`config.mk`:
```
export PLATFORM = sky130hd
export DESIGN_NAME = sensor_frame_tx
export DESIGN_NICKNAME = d
export VERILOG_FILES = /design/src/rtl/sensor_frame_tx.sv
export SDC_FILE = /design/constraint.sdc
export NUM_CORES = 1
export LEC_CHECK = 0
export CORE_MARGIN = 1.5
export CORE_UTILIZATION = 45
export DETAILED_ROUTE_END_ITERATION = 16
export DONT_BUFFER_PORTS = 1
export HOLD_SLACK_MARGIN = 0.12
export SLEW_MARGIN = 40
export SYNTH_ARGS = -nofsm -noshare
export SYNTH_HDL_FRONTEND = slang
export SYNTH_SLANG_ARGS = --single-unit
```
`constraint.sdc`:
```
create_clock -name clk -period 8.86 [get_ports clk]
set_input_delay 0.886 -clock clk [delete_from_list [all_inputs] [get_ports clk]]
set_output_delay 0.886 -clock clk [all_outputs]
set_load 0.01 [all_outputs]
```
`src/rtl/sensor_frame_tx.sv`:
```
// Framing stage: buffers one binary record from the command stream and emits it to the UART
// as an ASCII-hex line ':' LL DD..DD CC CR LF with a two's-complement checksum.
module sensor_frame_tx #(
    parameter int unsigned MAX_LEN  = 8,
    parameter logic [7:0]  SOF_CHAR = 8'h3A
) (
    input  logic       clk,
    input  logic       rst,
    input  logic [7:0] s_tdata,
    input  logic       s_tvalid,
    output logic       s_tready,
    input  logic       s_tlast,
    output logic [7:0] m_tdata,
    output logic       m_tvalid,
    input  logic       m_tready,
    output logic       busy,
    output logic       overflow_err
);

    localparam int unsigned IdxW   = (MAX_LEN > 1) ? $clog2(MAX_LEN) : 1;
    localparam logic [7:0]  MaxLen = 8'(MAX_LEN);

    typedef enum logic [3:0] {
        StIdle,
        StCapture,
        StDiscard,
        StSof,
        StLenHi,
        StLenLo,
        StDatHi,
        StDatLo,
        StCkHi,
        StCkLo,
        StCr,
        StLf
    } state_e;

    state_e     state_q;
    logic [7:0] cnt_q;
    logic [7:0] sum_q;
    logic [7:0] idx_q;
    logic       dropped_q;
    logic [7:0] buf_mem [MAX_LEN];

    logic       in_capture;
    logic       accept;
    logic       m_fire;
    logic [7:0] ck;
    logic [7:0] idx_nxt;
    logic [7:0] cur_byte;
    logic [7:0] nxt_byte;

    function automatic logic [7:0] hex_char(input logic [3:0] n);
        return (n < 4'd10) ? (8'h30 + {4'h0, n}) : (8'h37 + {4'h0, n});
    endfunction

    always_comb begin
        in_capture   = (state_q == StIdle) || (state_q == StCapture);
        // Gate with rst so the input side stalls for the whole reset pulse.
        s_tready     = !rst && (in_capture || (state_q == StDiscard));
        accept       = s_tvalid && s_tready;
        m_fire       = m_tvalid && m_tready;
        overflow_err = accept && (state_q == StDiscard) && !dropped_q;
        // Length byte is part of the checksummed bytes, so LL..CC sums to zero.
        ck           = 8'h00 - (cnt_q + sum_q);
        idx_nxt      = idx_q + 8'd1;
        cur_byte     = buf_mem[idx_q[IdxW-1:0]];
        nxt_byte     = buf_mem[idx_nxt[IdxW-1:0]];
    end

    // Payload storage carries no reset; stale contents are never read before being rewritten.
    always_ff @(posedge clk) begin
        if (accept && in_capture) begin
            buf_mem[cnt_q[IdxW-1:0]] <= s_tdata;
        end
    end

    always_ff @(posedge clk) begin
        if (rst) begin
            state_q   <= StIdle;
            cnt_q     <= 8'h00;
            sum_q     <= 8'h00;
            idx_q     <= 8'h00;
            dropped_q <= 1'b0;
            m_tdata   <= 8'h00;
            m_tvalid  <= 1'b0;
            busy      <= 1'b0;
        end else begin
            unique case (state_q)
                StIdle, StCapture: begin
                    if (accept) begin
                        cnt_q <= cnt_q + 8'd1;
                        sum_q <= sum_q + s_tdata;
                        busy  <= 1'b1;
                        if (s_tlast) begin
                            state_q  <= StSof;
                            m_tvalid <= 1'b1;
                            m_tdata  <= SOF_CHAR;
                        end else if (cnt_q + 8'd1 == MaxLen) begin
                            state_q   <= StDiscard;
                            dropped_q <= 1'b0;
                        end else begin
                            state_q <= StCapture;
                        end
                    end
                end
                StDiscard: begin
                    if (accept) begin
                        dropped_q <= 1'b1;
                        if (s_tlast) begin
                            state_q  <= StSof;
                            m_tvalid <= 1'b1;
                            m_tdata  <= SOF_CHAR;
                        end
                    end
                end
                StSof: begin
                    if (m_fire) begin
                        state_q <= StLenHi;
                        m_tdata <= hex_char(cnt_q[7:4]);
                    end
                end
                StLenHi: begin
                    if (m_fire) begin
                        state_q <= StLenLo;
                        m_tdata <= hex_char(cnt_q[3:0]);
                    end
                end
                StLenLo: begin
                    if (m_fire) begin
                        state_q <= StDatHi;
                        m_tdata <= hex_char(cur_byte[7:4]);
                    end
                end
                StDatHi: begin
                    if (m_fire) begin
                        state_q <= StDatLo;
                        m_tdata <= hex_char(cur_byte[3:0]);
                    end
                end
                StDatLo: begin
                    if (m_fire) begin
                        if (idx_nxt == cnt_q) begin
                            state_q <= StCkHi;
                            m_tdata <= hex_char(ck[7:4]);
                        end else begin
                            idx_q   <= idx_nxt;
                            state_q <= StDatHi;
                            m_tdata <= hex_char(nxt_byte[7:4]);
                        end
                    end
                end
                StCkHi: begin
                    if (m_fire) begin
                        state_q <= StCkLo;
                        m_tdata <= hex_char(ck[3:0]);
                    end
                end
                StCkLo: begin
                    if (m_fire) begin
                        state_q <= StCr;
                        m_tdata <= 8'h0D;
                    end
                end
                StCr: begin
                    if (m_fire) begin
                        state_q <= StLf;
                        m_tdata <= 8'h0A;
                    end
                end
                StLf: begin
                    if (m_fire) begin
                        state_q  <= StIdle;
                        m_tvalid <= 1'b0;
                        busy     <= 1'b0;
                        cnt_q    <= 8'h00;
                        sum_q    <= 8'h00;
                        idx_q    <= 8'h00;
                    end
                end
                default: begin
                    state_q <= StIdle;
                end
            endcase
        end
    end

endmodule
```
* After elaboration in Yosys (flattened, before gate mapping)
Memories as Yosys holds them, arrays and structs flattened. A register that Yosys moved wholly into a read port is not among the register bits. Cells that the tools add are included.
Word-level totals: memories kept 1, RAM bits 64, output and inout port bits 12, bits in registers 39, logic and storage cells 146, input port bits 13
Operators by class: magnitude comparators 7, muxes and demuxes 57, eq/ne operators 30, reductions and logical operators 24, add/sub/neg operators 19
Memories:
- buf_mem | depth 8, bits a word 8, read ports 2, clocked after memory_dff 1, write ports 1, RTL line 43 | logic [7:0] buf_mem [MAX_LEN];
Operators by type and width (count):
- $mux 8 | 15
- $add 6x4->7 const A | 14
- $pmux 8 s9 | 1
- $mux 7 | 8
- $mux 4 | 13
- $pmux 8 s2 | 3
- $pmux 4 s11 | 1
- $ne 2x2->1 const B | 15
- $lt 4x4->1 const B | 7
- $add 8x1->8 const B | 2
- $add 8x8->8 | 2
- $eq 4x3->1 const B | 4
- $eq 4x4->1 const B | 4
- $reduce_and 12->1 | 1
- $reduce_and 11->1 | 1
- $mux 1 | 9
- $reduce_bool 9->1 | 1
- $eq 4x2->1 const B | 2
- $eq 8x4->1 const B | 1
- $eq 8x8->1 | 1
- $reduce_and 4->1 | 2
- $reduce_bool 2->1 | 4
- $sub 1x8->8 const A | 1
- $logic_and 1x1->1 | 6
- 12 further kinds | 19

* Longest topological paths before layout
Gate-level depths: netlist (run 1).
depth in word-level cells 8, gate-level depth with buffers 14, gate-level depth less buffers 13

* Worst setup path after synthesis (run 1)
OpenSTA, ideal clock, no wires.
path kind input to register, from input port rst, to memory buf_mem[0][0], enable pin, setup slack 5.607 ns, cell stages on the path 6, library setup time 0.395 ns, path buffers 2, arrival 2.859 ns, cells stage by stage a2111oi_4 > nand2_1 > or2_1 > clkbuf_1 > clkbuf_1 > nor4_1
Between the ends: cells in the longest elaborated chain, start to end 6
RTL lines:
- from (decl) | RTL line 8 | input logic rst,
- $logic_not 1->1 | RTL line 60 | s_tready = !rst && (in_capture || (state_q == StDiscard));
- $logic_and 1x1->1 | RTL line 60
- $logic_and 1x1->1 | RTL line 61 | accept = s_tvalid && s_tready;
- $logic_and 1x1->1 | RTL line 73 | if (accept && in_capture) begin
- $mux 1 | RTL line 73
- $mux 1 (implied by the code) | RTL line 74 | buf_mem[cnt_q[IdxW-1:0]] <= s_tdata;
- to (decl) | RTL line 43
Every way passes these cells.

* Worst setup path after layout (run 1)
from register cnt_q[2], to register m_tdata[3]
Between the ends: cells in the longest elaborated chain, start to end 7
RTL lines:
- from (decl) | RTL line 39 | logic [7:0] cnt_q;
- from (signal assigned) | RTL line 92 | cnt_q <= cnt_q + 8'd1;
- $add 8x8->8 | RTL line 65 | ck = 8'h00 - (cnt_q + sum_q);
- $sub 1x8->8 | RTL line 65
- $add 6x4->7 / $lt 4x4->1 (equally long branches) | RTL line 54 | return (n < 4'd10) ? (8'h30 + {4'h0, n}) : (8'h37 + {4'h0, n});
- $mux 7 | RTL line 54
- $mux 7 | RTL line 143 | if (idx_nxt == cnt_q) begin
- $mux 8 | RTL line 142 | if (m_fire) begin
- $pmux 8 s9 * | RTL line 89 | unique case (state_q)
- to (signal assigned) | RTL line 138 | m_tdata <= hex_char(cur_byte[3:0]);
- to (signal assigned) | RTL line 145 | m_tdata <= hex_char(ck[7:4]);
- to (signal assigned) | RTL line 149 | m_tdata <= hex_char(nxt_byte[7:4]);
- to (decl) | RTL line 13 | output logic [7:0] m_tdata,
Mark *: on every way between the ends. The rest lies on a longest branch, timed or not. The select of a mux whose other input is x is not followed. A chain may end at the register's enable or synchronous reset.

==> impl_results.md, run 1 <==
* Post-cts sizing count at 0
* Cell with the most instances after synthesis: sky130_fd_sc_hd__edfxtp_1
* Iteration-0 DRC Markers at 298
* Die span in x at 124 um
* CTS HTree Levels at 3
* Final worst hold slack at 0.489 ns
* RSZ-0062 raised after global routing: no
* Count of buffers added by post-CTS timing repair for setup at 0
* Via density per instance at 6.11
* Maximum number of buffers from clock root to sink at 2
* Endpoint type of the worst setup path: register
* Relative slew slack at 46.5%
* Sequential cell area fraction in the yosys report at 41.5%
* Leakage Power at 2.38 nW
* Utilization of the core after routing at 48.4%
* Area growth, synth to finish at 5.62%
* Startpoint Class: register
* Number of nets produced by synthesis at 664
* Worst-path clk slew at 0.08 ns
* Worst clock skew at 0.0119 ns
* Number of buffers inserted for hold repair after clock tree synthesis at 0
* Starting density of the core at 45.9%
* Count of standard-cell rows at 44
* Number of input and output port buffers inserted at 0
* Endpoints failing hold at 0
* Finish-stage setup viols at 0
* Classification of the worst-slack hold path: reg -> reg
* Area fraction of the dominant cell type after synthesis at 29.1%
* Xor and xnor area share after synthesis at 3.82%
* Post-detailed-route count of antenna-violating nets at 0
* Cell count of the worst reg-to-reg path at 11
* Total power at 1.13 mW
* Cell area after synthesis at 0.00662 mm^2
* Count of filler cells inserted in the layout at 1307
* Net count reported at finish at 648
* List of most frequent post-synthesis cells: sky130_fd_sc_hd__edfxtp_1, sky130_fd_sc_hd__nor2_1, sky130_fd_sc_hd__a21oi_1
* First-pass GRT wire length at 26700 um
* Peak supply drop at 0.112 mV
* Detailed-router iteration count before antenna repair at 5
* Required time of the worst setup path at 9.09 ns
* Worst Hold Endpoint: dropped_q
* Tcrit/Tclk final at 42.9%
* Crit path DAT at 4.03 ns
* Global-route usage over all layers at 22.2%
* Time the final worst path needs with I/O delays and setup at 3.80 ns
* Synth Flop Type: sky130_fd_sc_hd__edfxtp_1
* PD cells at 161 mW/mm^2
* Clock sink total at 105
* Number of slew-limit violations in the final report at 0
* Die Span Y at 124 um
* Max cap viols at 0
* Drt drc at 0
* Worst reg2reg startpoint: cnt_q[2]
* Post-synth top area cell: sky130_fd_sc_hd__edfxtp_1
* Maximum fanout along the worst path at 17
* Total CTS buffers at 9
* Post-Syn Instances at 618
* Per-instance average area after synthesis at 10.7 um^2
* Setup crit start: cnt_q[2]
* Yosys warnings at 0
* Synthesized flop and latch total at 105
* HPWL after detailed placement at 12200 um
* Main area contributors after synthesis: sky130_fd_sc_hd__edfxtp_1, sky130_fd_sc_hd__dfxtp_1, sky130_fd_sc_hd__mux4_2, sky130_fd_sc_hd__ha_1, sky130_fd_sc_hd__a21oi_1
* Antenna cells at 0
* Setup CP Type: reg -> reg
* Number of flops mapped to enable cells by yosys at 64
* Die footprint at 0.0154 mm^2
* Register-to-Register Setup Slack at 5.06 ns
* Hold wc startpoint: dropped_q
* Synth cell types at 86
* Area fraction in and, or, nand and nor cells after synthesis at 14.6%
* Via count of the first global-routing pass at 4819
* Initial antenna violation count at 0
* Count of pins on the block boundary at 25
* CTS tree: built
* Complex-gate fraction of the synthesized area at 16.5%
* Worst skew pair latency at 0.36 ns
* Maximum number of pins on one net before global-route repair at 33
* Adder and majority cell fraction of the synthesized area at 6.47%
* Floorplan Core Area at 0.0144 mm^2
* Accumulated negative setup slack at 0 ns
* Total wirelength of the detailed-routed design at 16500 um
* Number of instances on the worst hold path at 2
* Status: complete, no violations
* Fmax at 0.263 GHz
* Largest family of logic cells by synthesized area: compound AO/OA/AOI/OAI gates
* Total congestion overflow at 0
* Count of vias placed by the detailed router at 4826
* Async S/R FF share, synth at 0%
* Mux cell area share after synthesis at 11.3%
* Routed wire per std cell at 20.8 um
* Proportion of layout cells with a drive suffix above 1 at 14.0%
* Placer's final routability congestion estimate at 0.882
* Worst reg2reg path endpoint: m_tdata[3]
* Clock root cell: sky130_fd_sc_hd__clkbuf_16
* Slew @ Worst Pin at 0.798 ns
[metrics by stage]
step	cells	worst slack, ns	area (um^2)
6_report	790	5.06	6990
5_1_grt	790	4.84	6990
4_1_cts	790	5.15	6990
3_5_place_dp	775	5.17	6680
3_3_place_gp	774	5.25	6650
2_1_floorplan	618	5.61	6620
[report_power, final]
part           internal [mW]  switching, mW  leakage, nW  total (mW)
clock network          0.225          0.193        0.151       0.418
logic                 0.0682          0.101         1.32       0.169
registers              0.527         0.0132        0.911       0.540
total                  0.820          0.308         2.38        1.13
[critical path, stage by stage, from the launching register on]
cell	delay, ns
sky130_fd_sc_hd__dfxtp_1	0.79
sky130_fd_sc_hd__inv_1	0.29
sky130_fd_sc_hd__ha_1	0.40
sky130_fd_sc_hd__inv_1	0.06
sky130_fd_sc_hd__fa_1	0.45
sky130_fd_sc_hd__xnor2_1	0.44
sky130_fd_sc_hd__o21ai_0	0.30
sky130_fd_sc_hd__nor2b_1	0.22
sky130_fd_sc_hd__a221oi_1	0.27
sky130_fd_sc_hd__nand3_1	0.12
sky130_fd_sc_hd__a41oi_1	0.21
sky130_fd_sc_hd__a311oi_1	0.12
[worst max-delay path by stage]
stage	endpoint	slack [ns]	cells after the start
after CTS	m_tdata[3]	5.15	11
after global placement	buf_mem[5][5]	5.25	6
after global routing	m_tdata[0]	4.84	10
final	m_tdata[3]	5.06	11
after detailed placement	m_tdata[3]	5.17	11
after floorplan	buf_mem[0][0]	5.61	6
[flip-flops by register name (all words and copies together) (netlist names), named ones only]
signal and count:
buf_mem 64, busy 1, cnt_q 8, dropped_q 1, idx_q 8, m_tdata 7, m_tvalid 1, state_q 4
sum_q 8
[layer usage]
layer	vias up	wire, um	global-route usage [%]
met2	122	8010	36.4
met1	2394	7420	29.8
met3	15	816	4.74
li1	2295	-	-
met5	-	0	0
met4	0	207	5.95
[cell type report]
type                    instances  area [um^2]  share of cell area (%)
clock buffers                   9          225                    3.22
flip-flops and latches        105         2740                    39.3
inverters                      32          120                    1.72
clock inverters                 6         83.8                    1.20
multi-input cells             447         3530                    50.6
repair buffers                  7         52.6                   0.752
well taps                     184          230                    3.30
[cells by family after synthesis]
family	Yosys count
buffers and inverters	66
AND/OR/NAND/NOR	183
multiplexers	43
XOR/XNOR	28
other	1
adder cells (fa/ha/maj)	33
AO/OA/AOI/OAI	159
flip-flops	105
[cells in the final DEF (no fill, tap or decap), drive strengths merged, types with 6 or more instances in the layout]
| cell type | n |
|---|---|
| nor4 | 8 |
| clkbuf | 9 |
| a21o | 6 |
| inv | 35 |
| a211oi | 9 |
| a21oi | 48 |
| nand2 | 31 |
| nand3 | 22 |
| nor3 | 11 |
| o21ai | 32 |
| nand2b | 10 |
| mux2i | 14 |
| or3 | 7 |
| a31oi | 9 |
| and3 | 6 |
| ha | 31 |
| xor2 | 11 |
| nor2b | 13 |
| dfxtp | 41 |
| buf | 7 |
| mux4 | 24 |
| nor2 | 49 |
| xnor2 | 17 |
| edfxtp | 64 |
No activity file was read; power rests on OpenSTA's default activity.
==> inputs of run 2 (changes only) <==
Settings changed: ABC_AREA set to 1.
Clock period 8.86 ns to 3.2 ns, I/O delays scaled along.
==> run 2 against run 1 <==
Compared with the run above:
- sequential share of layout area is 2.6 points lower
- fmax grew 32%
- wire length increased by 14%
- sequential cell count is the same
==> impl_results.md, run 2 <==
* Relative slew slack at 63.4% (+17 points)
* Iteration-0 DRC Markers at 493 (+65%)
* Count of standard-cell rows at 44 (unchanged)
* Maximum number of buffers from clock root to sink at 2 (unchanged)
* List of most frequent post-synthesis cells: sky130_fd_sc_hd__nand2_1, sky130_fd_sc_hd__inv_1, sky130_fd_sc_hd__nand3_1
* Net count reported at finish at 994 (+53%)
* Classification of the worst-slack hold path: in -> reg
* Peak supply drop at 0.264 mV (+140%)
* Via count of the first global-routing pass at 5620 (+17%)
* Main area contributors after synthesis: sky130_fd_sc_hd__edfxtp_1, sky130_fd_sc_hd__nand2_1, sky130_fd_sc_hd__dfxtp_1, sky130_fd_sc_hd__nand3_1, sky130_fd_sc_hd__inv_1
* Setup CP Type: reg -> reg
* Final worst hold slack at 0.185 ns (-0.303 ns)
* Max cap viols at 0 (unchanged)
* Starting density of the core at 46.3% (+0.48 points)
* Total power at 3.24 mW (+190%)
* Most common library cell in the layout ignoring fill and taps: sky130_fd_sc_hd__nand2_1
* Count of buffers added by post-CTS timing repair for setup at 0 (unchanged)
* Maximum fanout along the worst path at 8 (-9)
* Slew @ Worst Pin at 0.547 ns (-0.251 ns)
* Count of filler cells inserted in the layout at 1474 (+13%)
* Leakage Power at 3.28 nW (+38%)
* CTS tree: built
* Worst reg2reg path endpoint: m_tdata[6]
* Proportion of layout cells with a drive suffix above 1 at 7.66% (-6.4 points)
* Drt drc at 0 (unchanged)
* Accumulated negative setup slack at 0 ns (unchanged)
* PD cells at 433 mW/mm^2 (+170%)
* Clock sink total at 105 (unchanged)
* Die footprint at 0.0158 mm^2 (+2.2%)
* Detailed-router iteration count before antenna repair at 6 (+1)
* Top library cells by usage in the layout, fill and taps aside: sky130_fd_sc_hd__nand2_1, sky130_fd_sc_hd__inv_1, sky130_fd_sc_hd__nand3_1, sky130_fd_sc_hd__edfxtp_1, sky130_fd_sc_hd__nor2_1
* Multi-input gate area at 0.00341 mm^2 (-3.5%)
* Worst-path clk slew at 0.08 ns (about the same)
* Synth Flop Type: sky130_fd_sc_hd__edfxtp_1
* Cell occurring most often along the worst timing path: sky130_fd_sc_hd__nand2_1
* Library cell contributing the largest single delay on the critical path: sky130_fd_sc_hd__dfxtp_1
* First-pass GRT wire length at 30000 um (+13%)
* Hold wc startpoint: rst
* Min setup slack post-route at 0.316 ns (-4.74 ns)
* Post-Syn Instances at 929 (+50%)
* Number of instances on the worst hold path at 3 (+1)
* Via density per instance at 5.29 (-13%)
* Worst clock skew at 0.0121 ns (+0.000183 ns)
* CTS HTree Levels at 3 (unchanged)
* HPWL after detailed placement at 13900 um (+13%)
* Yosys warnings at 0 (unchanged)
* Worst Hold Endpoint: m_tvalid
* Total congestion overflow at 0 (unchanged)
* Endpoints failing hold at 0 (unchanged)
* RSZ-0062 raised after global routing: no
* Cell count of the worst reg-to-reg path at 18 (+7)
* Register area at 0.00274 mm^2 (unchanged)
* Per-instance average area after synthesis at 7.28 um^2 (-32%)
* Cell area after synthesis at 0.00676 mm^2 (+2.2%)
* Top Family by Delay on Critical Path: simple AND/OR/NAND/NOR gates
* Count of vias placed by the detailed router at 6011 (+25%)
* Global-route usage over all layers at 24.6% (+2.4 points)
* Initial antenna violation count at 1 (+1)
* Placer's final routability congestion estimate at 0.865 (-1.9%)
* Crit-path max cell delay at 0.54 ns (-0.25 ns)
* Flip-flop count of the largest register, all copies and words added at 64 (unchanged)
* Number of nets produced by synthesis at 975 (+47%)
* Worst skew pair latency at 0.37 ns (about the same)
* Area growth, synth to finish at 10.5%
* Area fraction of the dominant cell type after synthesis at 28.4% (-0.63 points)
* Count of buffer and inverter cells on the critical path at 3 (+1)
* Finish-stage setup viols at 0 (unchanged)
* Post-detailed-route count of antenna-violating nets at 0 (unchanged)
* Fmax at 0.347 GHz (+32%)
* Floorplan Core Area at 0.0146 mm^2 (+1.1%)
* Antenna cells at 0 (unchanged)
* Total wirelength of the detailed-routed design at 18800 um (+14%)
* Time the final worst path needs with I/O delays and setup at 2.88 ns (-0.916 ns)
* Number of slew-limit violations in the final report at 0 (unchanged)
* Async S/R FF share, synth at 0% (unchanged)
* Status: complete, no violations
* Maximum number of pins on one net before global-route repair at 30 (-9.1%)
* Die span in x at 126 um (+1.1%)
* Register-to-Register Setup Slack at 0.32 ns (-4.74 ns)
* Series of cell instances along the critical path: inv_1 > ha_1 > ha_1 > nand2_1 > inv_1 > nand2_1 > nand2_1 > nor2_1 > nand2_1 > nand2_1 > nand2_1 > inv_1 > nand2_1 > nand3b_1 > nand3_1 > nand2_1 > nand2_1 > a21oi_1
* Synthesized flop and latch total at 105 (unchanged)
* Clock root cell: sky130_fd_sc_hd__clkbuf_16
* Required time of the worst setup path at 3.50 ns (-5.59 ns)
* Number of flops mapped to enable cells by yosys at 64 (unchanged)
* Sequential cell area fraction in the yosys report at 40.6% (-0.90 points)
* Die Span Y at 126 um (+1.1%)
* Count of pins on the block boundary at 25 (unchanged)
* Worst reg2reg startpoint: cnt_q[5]
* Placement Setup Slack at 0.292 ns (-4.88 ns)
* Number of input and output port buffers inserted at 0 (unchanged)
* Post-synth top area cell: sky130_fd_sc_hd__edfxtp_1
* Endpoint type of the worst setup path: register
* Synth cell types at 47 (-45%)
* Startpoint Class: register
* Tcrit/Tclk final at 90.1% (+47 points)
* Total CTS buffers at 9 (unchanged)
* Crit path DAT at 3.19 ns (-0.84 ns)
* Routed wire per std cell at 16.5 um (-21%)
* Cell with the most instances after synthesis: sky130_fd_sc_hd__nand2_1
run 2: timing repair:
item	in CTS	in global routing
hold buffers	10	0
setup endpoints to repair	0	1
resized for setup	0	1
endpoints found under the hold margin	97	0
run 2: worst min-delay path, delay by kind of cell:
kind,cells,cell delay (ns)
AND/OR/NAND/NOR,3,0.18
run 2: final cells by class:
type | count | share of cell area, %
Inverter | 129 | 6.48
Clock buffer | 9 | 3.01
Sequential cell | 105 | 36.7
Multi-Input combinational cell | 669 | 45.6
Clock inverter | 7 | 1.22
Tap cell | 184 | 3.08
Timing Repair Buffer | 34 | 3.88
run 2: cell families after synthesis:
logic type	Yosys count	share of synthesized area [%]
AOI/OAI and AO/OA	120	9.97
xor gates and xnor gates	12	1.76
adders and majority gates	33	6.33
buffers and inverters	155	9.18
DFF	105	40.6
other	1	0.0555
and+or+nand+nor	503	32.1
run 2: metal layers:
| layer | vias to the layer above | GRT usage [%] | part of all wire, % |
|---|---|---|---|
| li1 | 3075 | - | - |
| met1 | 2733 | 35.3 | 48 |
| met2 | 160 | 36.6 | 43 |
| met3 | 41 | 4.75 | 6.2 |
| met4 | 2 | 9.56 | 2.7 |
| met5 | - | 0 | 0.080 |
run 2: worst max-delay path by stage:
stage	start	to	slack, ns	depth (start not counted)
2_1_floorplan	cnt_q[1]	m_tdata[1]	0.67	16
3_3_place_gp	cnt_q[1]	m_tdata[3]	0.39	15
3_5_place_dp	cnt_q[1]	m_tdata[0]	0.29	17
6_report	cnt_q[5]	m_tdata[6]	0.32	18
5_1_grt	cnt_q[1]	m_tdata[6]	0.05	18
4_1_cts	cnt_q[1]	m_tdata[0]	0.28	17
run 2: stage by stage:
step	cells	cell area (um^2)	util, %
2_1_floorplan	929	6760	-
3_5_place_dp	1111	7040	48.3
6_report	1137	7470	51.2
4_1_cts	1137	7470	51.2
3_3_place_gp	1111	7040	48.3
5_1_grt	1137	7470	51.2
run 2: where the power goes:
group          leakage (nW)  total, mW  internal, mW  switching [mW]
sequential            0.910       1.49          1.46          0.0247
clock                 0.152       1.17         0.569           0.602
combinational          2.22      0.581         0.201           0.379
total                  3.28       3.24          2.23            1.01
